<file path="config.mk">
export PLATFORM = sky130hd
export DESIGN_NAME = text_console_ctrl
export DESIGN_NICKNAME = d
export VERILOG_FILES = /design/src/rtl/text_console_ctrl.sv
export SDC_FILE = /design/constraint.sdc
export NUM_CORES = 1
export LEC_CHECK = 0
export ABC_CLOCK_PERIOD_IN_PS = 4900
export CAP_MARGIN = 20
export CORE_MARGIN = 4
export CORE_UTILIZATION = 59
export DETAILED_ROUTE_END_ITERATION = 16
export PLACE_DENSITY = 0.88
export SYNTH_ARGS = -nofsm -noshare
export SYNTH_HDL_FRONTEND = slang
export SYNTH_SLANG_ARGS = --single-unit
</file>
<file path="constraint.sdc">
create_clock -name px_clk -period 4.9 [get_ports px_clk]
set_input_delay 1.225 -clock px_clk [delete_from_list [all_inputs] [get_ports px_clk]]
set_output_delay 1.225 -clock px_clk [all_outputs]
set_load 0.05 [all_outputs]
</file>
<file path="src/rtl/text_console_ctrl.sv">
// text_console_ctrl: write-side controller for the character RAM.
// Interprets a byte stream (printable characters plus CR/LF/BS/FF), tracks
// the text cursor and owns the RAM write port, including the power-up /
// requested full-screen clear and the line clear that follows a newline or
// a wrap. The display side of the RAM is read-only.
module text_console_ctrl #(
    parameter int         COLS   = 40,
    parameter int         ROWS   = 30,
    parameter int         COL_W  = 6,
    parameter int         ROW_W  = 5,
    parameter int         ADDR_W = ROW_W + COL_W,
    parameter logic [7:0] BLANK  = 8'h20
) (
    input  logic              px_clk,
    input  logic              rst_n,
    input  logic              in_valid,
    input  logic [7:0]        in_data,
    output logic              in_ready,
    input  logic              clr,
    output logic              write_en,
    output logic [ADDR_W-1:0] waddr,
    output logic [7:0]        wdata,
    output logic [COL_W-1:0]  cursor_col,
    output logic [ROW_W-1:0]  cursor_row,
    output logic              busy
);

    localparam logic [COL_W-1:0] LAST_COL = COL_W'(COLS - 1);
    localparam logic [ROW_W-1:0] LAST_ROW = ROW_W'(ROWS - 1);
    localparam logic [7:0]       CH_BS    = 8'h08;
    localparam logic [7:0]       CH_LF    = 8'h0A;
    localparam logic [7:0]       CH_FF    = 8'h0C;
    localparam logic [7:0]       CH_CR    = 8'h0D;
    localparam logic [7:0]       CH_FIRST = 8'h20;
    localparam logic [7:0]       CH_LAST  = 8'h7E;

    typedef enum logic [1:0] {
        ST_IDLE       = 2'd0,
        ST_CLR_LINE   = 2'd1,
        ST_CLR_SCREEN = 2'd2
    } state_t;

    state_t           state_r;
    logic [COL_W-1:0] clr_col_r;   // sweep column for both clear kinds
    logic [ROW_W-1:0] clr_row_r;   // sweep row (fixed during a line clear)

    logic             accept_s;
    logic             printable_s;
    logic [ROW_W-1:0] next_row_s;

    // Row increment that wraps from the last visible row back to row 0.
    function automatic logic [ROW_W-1:0] wrap_inc_row(input logic [ROW_W-1:0] row);
        logic [ROW_W-1:0] res;
        if (row == LAST_ROW) begin
            res = {ROW_W{1'b0}};
        end else begin
            res = row + ROW_W'(1'b1);
        end
        return res;
    endfunction

    assign accept_s    = in_valid && in_ready;
    assign printable_s = (in_data >= CH_FIRST) && (in_data <= CH_LAST);
    assign next_row_s  = wrap_inc_row(cursor_row);

    // Sequencer: byte interpretation, cursor tracking and the two clear sweeps.
    always_ff @(posedge px_clk or negedge rst_n) begin
        if (!rst_n) begin
            state_r    <= ST_CLR_SCREEN;
            clr_col_r  <= {COL_W{1'b0}};
            clr_row_r  <= {ROW_W{1'b0}};
            cursor_col <= {COL_W{1'b0}};
            cursor_row <= {ROW_W{1'b0}};
            write_en   <= 1'b0;
            waddr      <= {ADDR_W{1'b0}};
            wdata      <= 8'h00;
            busy       <= 1'b1;
            in_ready   <= 1'b0;
        end else begin
            case (state_r)
                ST_IDLE: begin
                    if (clr || (accept_s && (in_data == CH_FF))) begin
                        // clr wins over any offered byte; FF behaves the same
                        state_r    <= ST_CLR_SCREEN;
                        clr_col_r  <= {COL_W{1'b0}};
                        clr_row_r  <= {ROW_W{1'b0}};
                        cursor_col <= {COL_W{1'b0}};
                        cursor_row <= {ROW_W{1'b0}};
                        write_en   <= 1'b0;
                        in_ready   <= 1'b0;
                        busy       <= 1'b1;
                    end else if (accept_s && printable_s) begin
                        write_en <= 1'b1;
                        waddr    <= {cursor_row, cursor_col};
                        wdata    <= in_data;
                        if (cursor_col == LAST_COL) begin
                            // wrap: the new row is cleared starting next edge
                            cursor_col <= {COL_W{1'b0}};
                            cursor_row <= next_row_s;
                            clr_row_r  <= next_row_s;
                            clr_col_r  <= {COL_W{1'b0}};
                            state_r    <= ST_CLR_LINE;
                            in_ready   <= 1'b0;
                            busy       <= 1'b1;
                        end else begin
                            cursor_col <= cursor_col + COL_W'(1'b1);
                        end
                    end else if (accept_s && (in_data == CH_LF)) begin
                        // the first blank of the line clear goes out right away
                        write_en   <= 1'b1;
                        waddr      <= {next_row_s, {COL_W{1'b0}}};
                        wdata      <= BLANK;
                        cursor_row <= next_row_s;
                        clr_row_r  <= next_row_s;
                        clr_col_r  <= COL_W'(1'b1);
                        state_r    <= ST_CLR_LINE;
                        in_ready   <= 1'b0;
                        busy       <= 1'b1;
                    end else if (accept_s && (in_data == CH_CR)) begin
                        write_en   <= 1'b0;
                        cursor_col <= {COL_W{1'b0}};
                    end else if (accept_s && (in_data == CH_BS) && (cursor_col != {COL_W{1'b0}})) begin
                        write_en   <= 1'b1;
                        waddr      <= {cursor_row, cursor_col - COL_W'(1'b1)};
                        wdata      <= BLANK;
                        cursor_col <= cursor_col - COL_W'(1'b1);
                    end else begin
                        // no byte, BS at column 0, or an unused control code
                        write_en <= 1'b0;
                    end
                end

                ST_CLR_LINE: begin
                    if (clr) begin
                        // abort the line and sweep the whole screen instead
                        state_r    <= ST_CLR_SCREEN;
                        clr_col_r  <= {COL_W{1'b0}};
                        clr_row_r  <= {ROW_W{1'b0}};
                        cursor_col <= {COL_W{1'b0}};
                        cursor_row <= {ROW_W{1'b0}};
                        write_en   <= 1'b0;
                    end else begin
                        write_en <= 1'b1;
                        waddr    <= {clr_row_r, clr_col_r};
                        wdata    <= BLANK;
                        if (clr_col_r == LAST_COL) begin
                            clr_col_r <= {COL_W{1'b0}};
                            state_r   <= ST_IDLE;
                            in_ready  <= 1'b1;
                            busy      <= 1'b0;
                        end else begin
                            clr_col_r <= clr_col_r + COL_W'(1'b1);
                        end
                    end
                end

                ST_CLR_SCREEN: begin
                    // clr is deliberately ignored here: the sweep never restarts
                    write_en <= 1'b1;
                    waddr    <= {clr_row_r, clr_col_r};
                    wdata    <= BLANK;
                    if (clr_col_r == LAST_COL) begin
                        clr_col_r <= {COL_W{1'b0}};
                        if (clr_row_r == LAST_ROW) begin
                            clr_row_r <= {ROW_W{1'b0}};
                            state_r   <= ST_IDLE;
                            in_ready  <= 1'b1;
                            busy      <= 1'b0;
                        end else begin
                            clr_row_r <= clr_row_r + ROW_W'(1'b1);
                        end
                    end else begin
                        clr_col_r <= clr_col_r + COL_W'(1'b1);
                    end
                end

                default: begin
                    // unreachable encoding: recover through a full clear
                    state_r    <= ST_CLR_SCREEN;
                    clr_col_r  <= {COL_W{1'b0}};
                    clr_row_r  <= {ROW_W{1'b0}};
                    cursor_col <= {COL_W{1'b0}};
                    cursor_row <= {ROW_W{1'b0}};
                    write_en   <= 1'b0;
                    in_ready   <= 1'b0;
                    busy       <= 1'b1;
                end
            endcase
        end
    end

endmodule

</file>
## Word-level counts from Yosys, hierarchy flattened

Cells that the tools add are included.

| word-level totals | value |
|---|---|
| output and inout bits | 33 |
| bits in registers | 46 |

| cells by class | value |
|---|---|
| mux-type cells | 73 |
| equality and inequality tests | 23 |
| $lt $le $gt $ge | 2 |
| reduce and logical (&&, ||, !) cells | 19 |
| bitwise gates (word level) | 1 |
| add/subtract/negate cells | 5 |

Operators with widths:

| kind | count |
|---|---|
| $mux 6 | 13 |
| $mux 11 | 6 |
| $mux 8 | 6 |
| $mux 5 | 8 |
| $pmux 6 s3 | 2 |
| $pmux 11 s3 | 1 |
| $eq 8x4->1 const B | 4 |
| $pmux 5 s3 | 2 |
| $pmux 8 s3 | 1 |
| $mux 1 | 22 |
| $ne 4x4->1 const B | 5 |
| $mux 2 | 8 |
| $add 6x1->6 const B | 2 |
| $eq 6x6->1 const B | 2 |
| $ne 2x2->1 const B | 6 |
| $reduce_and 4->1 | 3 |
| $add 5x1->5 const B | 2 |
| $eq 5x5->1 const B | 2 |
| $reduce_and 5->1 | 2 |
| $pmux 1 s3 | 3 |
| $ge 8x6->1 const B | 1 |
| $le 8x7->1 const B | 1 |
| $logic_and 1x1->1 | 8 |
| $pmux 2 s3 | 1 |
| 12 further kinds | 12 |

## Logic depth before layout (Yosys ltp)

Gate-level depths: netlist of the first run.

| logic depth | value |
|---|---|
| word-level depth | 9 |
| gate-level depth with buffers | 8 |
| mapped depth without buffers | 7 |

## Worst setup path before layout of the first run

Ideal clock, no wire load.

| path | value |
|---|---|
| path type | input to register |
| start | input port in_data[4] |
| end | register waddr[0] |
| path slack | 1653 ps |
| data arrival time | 3122 ps |
| buffers on the path | 1 |
| required time | 4775 ps |
| stages on the path | 6 |
| cell sequence | or4b_1 -> buf_2 -> or4_4 -> o211a_4 -> nor2_8 -> mux2_2 |

| on the way | value |
|---|---|
| longest elaborated chain between the ends | 6 |
| elaborated cells between the ends (all ways) | 22 |
| those cells by class | 2 x order compare; 7 x eq/ne; 4 x mux; 9 x reduce/logical |

RTL lines:

| item | RTL line | RTL |
|---|---|---|
| start, declared | 17 | `input logic [7:0] in_data,` |
| $ge 8x6->1 (tied with other cells) | 63 | `assign printable_s = (in_data >= CH_FIRST) && (in_data <= CH_LAST);` |
| $logic_and 1x1->1 (on tied branches) | 63, 108 |  |
| $logic_and 1x1->1 or $mux 11 (tied branches) | 92, 108 |  |
| $mux 11 | 92 | `end else if (accept_s && printable_s) begin` |
| $mux 11 | 82 | `if (clr \|\| (accept_s && (in_data == CH_FF))) begin` |
| $pmux 11 s3 | 80 | `case (state_r)` |
| end signal, assigned | 75 | `waddr <= {ADDR_W{1'b0}};` |
| end signal, assigned | 94 | `waddr <= {cursor_row, cursor_col};` |
| end signal, assigned | 111 | `waddr <= {next_row_s, {COL_W{1'b0}}};` |
| end, declared | 21 | `output logic [ADDR_W-1:0] waddr,` |

Several ways; a longest one is shown, not always the timed one. The select of a mux whose other input is x is not followed.
A chain may end at the register's enable or synchronous reset.

## Final worst setup path of the first run

| path | value |
|---|---|
| start | input port in_data[5] |
| end | register in_ready |

| on the way | value |
|---|---|
| longest elaborated chain between the ends | 6 |
| elaborated cells between the ends (all ways) | 15 |
| those cells by class | 2 x order compare; 4 x eq/ne; 3 x mux; 6 x reduce/logical |

RTL lines:

| item | RTL line | RTL |
|---|---|---|
| $ge 8x6->1 or $le 8x7->1 (tied branches) | 63 |  |
| $logic_and 1x1->1 | 63 |  |
| $logic_and 1x1->1 | 92 |  |
| $mux 1 | 92 |  |
| $mux 1 | 82 |  |
| $pmux 1 s3 | 80 |  |
| end signal, assigned | 78 | `in_ready <= 1'b0;` |
| end signal, assigned | 90 | `in_ready <= 1'b0;` |
| end signal, assigned | 103 | `in_ready <= 1'b0;` |
| end, declared | 18 | `output logic in_ready,` |

Several ways; a longest one is shown, not always the timed one.

==> results by stage, run 1 <==
Timing:
- The total count of max-transition violations in the final report is 0.
- Dividing the final minimum period by the clock period gives 0.769.
- Derived from the worst setup path, the maximum achievable clock frequency is ~270 MHz.
- Between clock sinks in the finished design, the worst skew comes to roughly 9.7 ps.
- The final critical-path required period is roughly 3800 ps.
- Setup violations remaining at the end of the flow were counted as 0.
- Setup repair after global routing left no endpoint under its margin.
- The hold violation count in the final report is 0.
- After routing, the total negative slack on setup checks comes to 0 ps.
- The slew at the pin closest to its max-slew limit is between 900 and 1000 ps.
- Headroom to the max-slew limit came out at 0.343.

Logic synthesis:
- The library cell with the highest instance count after synthesis is dfrtp_1.
- The count of flip-flops with a built-in enable after synthesis is 0.
- After synthesis, the share of flip-flops with an asynchronous set or reset is 1.00.
- The area fraction in compound gates after synthesis came to 0.262.
- The largest family of logic cells by synthesized area is compound AO/OA/AOI/OAI gates.
- The count of state elements after synthesis is 46.
- The number of distinct library cells after synthesis is a little over 60.
- For this run, the register share of the synthesized area comes to 0.373.
- The count of yosys warnings during synthesis is 0.
- In the post-synthesis netlist, the biggest area contributors are dfrtp_1 36%, o21ai_0 5.8%, ha_1 4.9%.
- The biggest area contributor in the post-synthesis netlist is dfrtp_1.
- The cell area after synthesis is 0.00309 sq mm.
- Ranked by instance count, the synthesized netlist is headed by 44 x dfrtp_1, 36 x o21ai_0, 22 x nand2_1.
- A synthesized cell averages ~9.1 sq um.
- The commonest register cell after synthesis is dfrtp_1.
- The multiplexer area fraction after synthesis is 0.0591.
- Of the total synthesized cell area, the portion taken by XOR and XNOR cells is 0.00850.
- The number of standard cells after synthesis is 339.
- The share of the synthesized area in the top cell type is 0.356.
- The fraction of the mapped netlist area in simple logic gates is 0.208.
- The post-synthesis net count is 363.
- The post-synthesis adder-cell area fraction is 0.0486.

Final layout:
- The number of antenna diodes in the final layout is 0.
- The number of filler cells placed in the layout is approximately 400.
- The layout overhead on the synthesized area is 18.9%.
- Of the cells placed in the final design, the portion with a size suffix greater than 1 is 0.0777.
- At the end of the flow, the number of nets in the layout was 396.
- The number of standard cells in the final layout excluding fillers is approximately 440.
- The finished cells cover 0.00368 sq mm.
- The post-layout utilization of the core is 0.720.

Die:
- The die covers 0.00646 sq mm.
- The floorplan step defined a core boundary enclosing 0.00511 sq mm.
- The initial utilization of the core area, before any placement, comes to 0.605.
- For this design the top-level I/O count stands at 45.
- The number of rows in the core area is 26.
- The die is approximately 80 um tall.
- In this run the horizontal extent of the chip is approximately 80 um.

Setup path:
- The startpoint of the most critical register-to-register path is in_ready.
- The depth of the worst register-to-register path is 6.
- The destination of the worst register-to-register timing path is in_ready.
- The worst setup path is launched from an input port.
- In this run the register-to-register setup slack is 2120 ps.
- STA puts the critical path data required time at 5100 ps.
- Data on the critical path arrives at its endpoint at 3960 ps.
- The critical path is of the input port to flop type.
- The endpoint class of the critical path is a flop.
- Of all nets on the critical path, the largest fanout is 21.

CTS:
- CTS built an H-tree with a depth of 2.
- Counting the buffers created by CTS gives 5.
- CTS saw 46 sinks.
- Clock latency on the worst-skew pair, taken at its later pin, is 300 ps.
- The maximum root-to-sink buffer count is 2.
- The CTS tree is built.
- The clock input transition at the sequential cells of the worst setup and hold paths is ~100 ps.
- Gates resized during post-CTS repair numbered 0.
- The buffer count from post-CTS setup fixing is 0.
- After clock tree synthesis, the flow added hold-fix buffers numbering 0.
- In this run the clock root is driven by a clkbuf_8.

Detailed routing:
- The DRC violations left is 0.
- Using the TritonRoute via totals, the vias-per-cell ratio works out to approximately 6.7.
- The first TritonRoute pass finished after 5 iterations.
- Dividing the detail-routed wire length by the instance count gives 19.0 um.
- For this block, the via count after detailed routing is between 2000 and 3000.
- The first-iteration detailed-routing DRC count is approximately 400.
- The total length of routed wires is 8400 um.
- The count of nets left with antenna violations once routing finished came out at 0.

Worst hold path:
- The worst hold path terminates at waddr[7].
- In this run the most critical hold path is launched from waddr[7].
- Counting instances, the worst hold path has a depth of 1.
- The worst hold path belongs to the class flop to flop.

Placement:
- The cell area reported after detailed placement is between 0.003 and 0.004 sq mm.
- The number of placed instances, taps included is 434.
- Detailed placement finished with a half-perimeter wire length of between 5000 and 6000 um.
- Routability-driven placement finished with a final weighted congestion of 0.973.
- The count of input and output buffers is 44.

Power:
- Power comes to 0.00237 W.
- The worst vdd rail ir drop is 0.370 mV.
- Summed over all nets, the switching power comes to 0.00120 W.
- Of the total power, registers draw 0.260.
- The internal power is 0.00117 W.
- The leakage power total is 1.54 nW.
- The switching share of power is 0.505.
- The share of total power dissipated in the clock network is 0.122.
- The share of total power dissipated in combinational logic is 0.618.
- Dividing total power by cell area gives a power density of 644 mW/mm^2.

Global route:
- Across every metal layer, demand over resource in global routing totals 0.264.
- Entering global routing, the biggest net connects 47 pins.
- The number of global-route vias before repair came to 2781.
- Global routing finished with a remaining overflow of 0.
- The first global-routing pass estimated 13400 um of wire.
- The initial antenna violation count is 0.

Run:
- The total of max-cap violations is 0.

Run status:
- The flow ran to the end, and the final reports show no timing, DRC or antenna violations.
## registers in the layout, indices dropped and copies added, names as in the netlist
register	count
waddr	11
wdata	8
clr_col_r	6
cursor_col	6
clr_row_r	5
cursor_row	5
state_r	2
busy	1
in_ready	1
write_en	1
## power by group through the flow
| stage | registers (W) | logic [W] | clock network [W] |
|---|---|---|---|
| 2_1_floorplan | 0.000873 | 0.000775 | 0 |
| 3_3_place_gp | 0.000613 | 0.00142 | 0 |
| 3_5_place_dp | 0.000620 | 0.00144 | 0 |
| 4_1_cts | 0.000612 | 0.00145 | 0.000290 |
| 5_1_grt | 0.000631 | 0.00157 | 0.000306 |
| 6_report | 0.000615 | 0.00146 | 0.000290 |
## cell usage in the layout (no fill, tap or decap), types with 4 or more instances in the layout
cell type	instances
dfrtp_1	44
clkdlybuf4s50_1	43
o21ai_0	36
nand2_1	22
nor2_1	21
o31ai_1	15
inv_1	12
ha_1	12
nand4_1	11
nand3_1	11
nor2b_1	10
a21oi_1	9
nand2b_1	8
mux2_2	8
mux2i_1	7
o41ai_1	6
o211ai_1	5
clkbuf_8	5
nor4_1	4
a31oi_1	4
a21o_1	4
a32o_1	4
a221oi_1	4
nor3_1	4
## cell families (layout without fill, tap and decap cells)
| logic type | count (synthesis) | count (layout) |
|---|---|---|
| multiplexers | 17 | 17 |
| flip-flops | 46 | 46 |
| AO/OA/AOI/OAI | 113 | 113 |
| buffers and inverters | 33 | 67 |
| AND/OR/NAND/NOR | 115 | 115 |
| adder cells (fa/ha/maj) | 12 | 12 |
| XOR/XNOR | 3 | 3 |
## layer usage
layer  part of all wire  routed length [um]  GRT usage
met2               0.48                4060      0.447
met4              0.028                 233     0.0777
met3              0.074                 618     0.0426
met1               0.42                3500      0.346
met5                  0                   0          0
## stage by stage
| stage | hold WS [ps] | setup slack (ps) |
|---|---|---|
| final | 501 | 1130 |
| after global routing | 548 | 896 |
| after global placement | 473 | 848 |
| after floorplan | 482 | 1650 |
| after detailed placement | 493 | 864 |
| after CTS | 514 | 1180 |
## layout make-up
cell class              instances  area (sq um)  share of cell area
clock buffers                   6          72.6              0.0197
repair buffers                 47           470               0.128
clock inverters                 2          37.5              0.0102
inverters                      12          45.0              0.0122
well taps                      70          87.6              0.0238
flip-flops and latches         46          1150               0.314
multi-input cells             260          1810               0.492
## worst max-delay path by stage
| stage | startpoint | endpoint | slack [ps] | cells after the start |
|---|---|---|---|---|
| 2_1_floorplan | in_data[4] | waddr[0] | 1650 | 6 |
| 3_3_place_gp | in_data[4] | in_ready | 850 | 6 |
| 3_5_place_dp | in_data[5] | in_ready | 860 | 6 |
| 4_1_cts | in_data[5] | in_ready | 1180 | 6 |
| 5_1_grt | in_data[5] | in_ready | 900 | 6 |
| 6_report | in_data[5] | in_ready | 1130 | 6 |
## critical path, cell delays in order
cell	delay [ps]
clkdlybuf4s50_1	480
nor4b_1	600
o2111ai_1	200
o211a_1	400
a2111oi_0	650
mux2_2	400
Power figures use the tool's default switching activity.
==> run 2: changes to the inputs <==
==> config.mk (replaced) <==
export PLATFORM = sky130hd
export DESIGN_NAME = text_console_ctrl
export DESIGN_NICKNAME = d
export VERILOG_FILES = /design/src/rtl/text_console_ctrl.sv
export SDC_FILE = /design/constraint.sdc
export NUM_CORES = 1
export LEC_CHECK = 0
export ABC_CLOCK_PERIOD_IN_PS = 3850
export CAP_MARGIN = 20
export CORE_MARGIN = 4
export CORE_UTILIZATION = 55
export DETAILED_ROUTE_END_ITERATION = 16
export PLACE_DENSITY = 0.83
export SYNTH_ARGS = -nofsm -noshare
export SYNTH_HDL_FRONTEND = slang
export SYNTH_SLANG_ARGS = --single-unit
==> constraint.sdc (replaced) <==
create_clock -name px_clk -period 3.85 [get_ports px_clk]
set_input_delay 0.9625 -clock px_clk [delete_from_list [all_inputs] [get_ports px_clk]]
set_output_delay 0.9625 -clock px_clk [all_outputs]
set_load 0.05 [all_outputs]
==> run 2 against run 1 <==
Hold slack worse by 37 ps. Global-route usage fell by 1.6 points. First-iteration DRC count decreased by 27%. Worst setup slack worse by 610 ps. Design area up 0.34%. Routed wire length up 1.8%. Core utilization fell by 4.6 points. Sequential power is 28% higher. Largest cell class unchanged. Cell count rose by 1.4%. Combinational power up 29%.
==> results by stage, run 2 (synthesis gave the netlist of run 1 again) <==
Run status:
- The run finished with clean final reports.

Placement:
- The number of placed instances, taps included is 440.
- The placed instances occupy a cell area of 0.00358 sq mm.
- After legalization and detailed placement, the total HPWL measured slightly above 6000 um.
- The count of input and output buffers is 44.
- Prior to clock tree synthesis, the placed netlist has a worst setup slack of 241 ps.
- The congestion estimate from routability-driven global placement came to 0.932.

Detailed routing:
- The antenna violation net count after detailed routing is 0.
- Dividing the detail-routed via count by the number of cells gives 6.52.
- Dividing the detail-routed wire length by the instance count gives 19.0 um.
- Wires add up to 8550 um.
- For this run, the detailed router's first-pass iteration total came to 5.
- For this run, design rule violations remaining after detail routing come to 0.
- The first-iteration detailed-routing DRC count is 288.
- Detailed routing inserted a total of 2926 vias.

Worst hold path:
- The path category of the worst min-delay check is input port to async pin.

Setup path:
- The slowest cell on the critical path is or4b_1.
- STA classifies the critical path endpoint as a flop.
- The startpoint of the most critical register-to-register path is clr_row_r[1].
- Of all nets on the critical path, the largest fanout is 16.
- The critical path goes through clkdlybuf4s50_1 > or4b_1 > or4_4 > o211a_4 > nor2_8 > mux2_2.
- The number of buffers and inverters on the critical path is 1.
- The stage delay of the slowest cell on the critical path is 660 ps.
- The critical path is of the input port to flop type.
- The cell family contributing the most delay on the critical path is simple AND/OR/NAND/NOR gates.
- Setup slack on the worst reg-to-reg path comes out at 1300 ps.
- STA puts the critical path data arrival time at 3520 ps.
- The depth of the worst register-to-register path is 8.
- STA puts the critical path data required time at 4040 ps.
- The endpoint identified for the worst register-to-register timing path is in_ready.
- STA classifies the critical path startpoint as an input port.

Global route:
- The first global-routing pass estimated 14200 um of wire.
- Entering global routing, the biggest net connects 47 pins.
- For this run, global-route usage on met2 was measured as 0.394.
- The initial antenna violation count is 0.
- The met1 layer usage reported by global route is 0.331.
- The total overflow left after global routing is 0.
- The number of global-route vias before repair came to 2855.
- The busiest metal layer after global routing is met2.
- The met3 capacity usage during global routing is 0.0526.
- The overall track demand over capacity in global routing is 0.248.

Final layout:
- The number of standard cells in the final layout excluding fillers is approximately 450.
- The cell area after layout is 0.00369 sq mm.
- The register containing the most flip-flops in the final layout is waddr.
- 0 antenna diodes ended up in the layout.
- The net count of the finished layout is 400.
- The number of flip-flops under the largest register name is 11.
- The fraction of layout cells with a size suffix above 1 is 0.0902.
- Leaving out fill and tap cells, the most frequent cells in the layout are 44 x dfrtp_1, 43 x clkdlybuf4s50_1, 36 x o21ai_0, 22 x nand2_1, 21 x nor2_1.
- The layout overhead on the synthesized area is 19.3%.
- The library cell used most frequently in the layout, excluding fill and tap cells, is dfrtp_1.
- The number of filler cells placed in the layout is approximately 470.
- The largest registers in the layout are waddr x11, wdata x8.

CTS:
- The maximum root-to-sink buffer count is 2.
- The tree is rooted in a clkbuf_8.
- The number of H-tree branching levels is 2.
- The CTS tree is built.
- Counting the buffers created by CTS gives 5.
- Buffers inserted to repair hold after CTS numbered 0.
- The clock sink count is 46.
- The buffer count from post-CTS setup fixing is 0.
- The number of cells upsized or downsized after cts is 0.
- The clock latency of the later-clocked register in the worst-skew pair is 310 ps.
- The clock input transition at the sequential cells of the worst setup and hold paths is 100 ps.

Timing:
- The worst path meets setup with ~520 ps of slack.
- Setup repair after global routing left no endpoint under its margin.
- For the final routed database, the setup TNS stands at 0 ps.
- The worst hold slack across all endpoints is 464 ps.
- The total count of max-transition violations in the final report came to 0.
- Setup violations remaining at the end of the flow were counted as 0.
- The clock period could shrink to 3330 ps.
- Static timing analysis puts the maximum clock frequency at 301 MHz.
- The hold violation count in the final report is 0.
- The maximum clock skew at final layout is about 12 ps.
- The fraction of the cycle the final worst path needs is 0.864.
- The slew at the pin closest to its max-slew limit is 915 ps.
- The max-slew headroom at the worst pin is 0.386.

Power:
- The worst vdd rail ir drop is approximately 0.46 mV.
- The ratio of total power to cell area is roughly 810 mW/mm^2.
- The leakage power total is 1.55 nW.

Run:
- The total of max-cap violations is 0.

Die:
- The floorplan step set the die width to 83.0 um.
- The total die area is 0.00688 sq mm.
- The initial utilization of the core area, before any placement, comes to 0.565.
- The region available for standard cell placement spans 0.00547 sq mm.
- In this run the count of I/O pins placed on the die edge is 45.
- The floorplan step set the die height to between 80 and 90 um.
- The number of rows in the core area is 27.
==> run 2: cell types whose count changed in the layout (fill, tap and decap cells not counted) <==
cell       delta
clkinv_4      +1
bufinv_16     -1
clkinv_2      +1
buf_4         +4
clkbuf_1      -1
==> run 2: worst max-delay path by stage <==
stage | cells after the start | from | slack [ps] | to
after floorplan | 6 | in_data[4] | 870 | waddr[0]
after CTS | 6 | in_data[5] | 550 | waddr[10]
after detailed placement | 6 | in_data[5] | 240 | waddr[0]
after global placement | 6 | in_data[4] | 300 | waddr[9]
final | 6 | in_data[5] | 520 | waddr[10]
after global routing | 6 | in_data[5] | 460 | waddr[10]
==> run 2: per-stage QoR <==
stage	utilization	power [W]
final	0.674	0.00298
after global routing	0.674	0.00317
after CTS	0.671	0.00296
after detailed placement	0.654	0.00265
after global placement	0.654	0.00260
after floorplan	-	0.00210
==> run 2: cell type report <==
class | count | area, sq um | share of cell area
multi-input combinational | 260 | 1810 | 0.491
sequential | 46 | 1150 | 0.313
timing repair buffer | 51 | 500 | 0.136
tap | 72 | 90.1 | 0.0244
clock buffer | 5 | 68.8 | 0.0187
inverter | 12 | 45.0 | 0.0122
clock inverter | 3 | 21.3 | 0.00576
==> run 2: routing by layer <==
| metal | vias up | part of all wire |
|---|---|---|
| met5 | - | 0 |
| met4 | 0 | 0.030 |
| met1 | 1409 | 0.43 |
| met3 | 20 | 0.065 |
| li1 | 1368 | - |
| met2 | 129 | 0.47 |
==> run 2: worst reg2reg max path: cells and delay by family, from the launching register on <==
family,cells,cell delay [ps]
AO/OA/AOI/OAI,2,1040
adder cells (fa/ha/maj),1,150
buffers and inverters,3,440
flip-flops,1,410
multiplexers,1,330
AND/OR/NAND/NOR,1,50
==> run 2: report_power, final <==
| part | internal (W) | switching, W |
|---|---|---|
| combinational | 0.000679 | 0.00121 |
| sequential | 0.000635 | 0.000152 |
| clock | 0.000128 | 0.000175 |
| total | 0.00144 | 0.00153 |
==> run 3: changes to the inputs <==
--- a/config.mk
+++ b/config.mk
@@ -9,8 +9,10 @@
 export CAP_MARGIN = 20
 export CORE_MARGIN = 4
 export CORE_UTILIZATION = 55
+export CTS_CLUSTER_SIZE = 28
 export DETAILED_ROUTE_END_ITERATION = 16
 export PLACE_DENSITY = 0.83
+export SKIP_LAST_GASP = 1
 export SYNTH_ARGS = -nofsm -noshare
 export SYNTH_HDL_FRONTEND = slang
 export SYNTH_SLANG_ARGS = --single-unit
==> results of run 3 <==
Same layout as run 2: the final DEF is identical, and so are final timing and power.
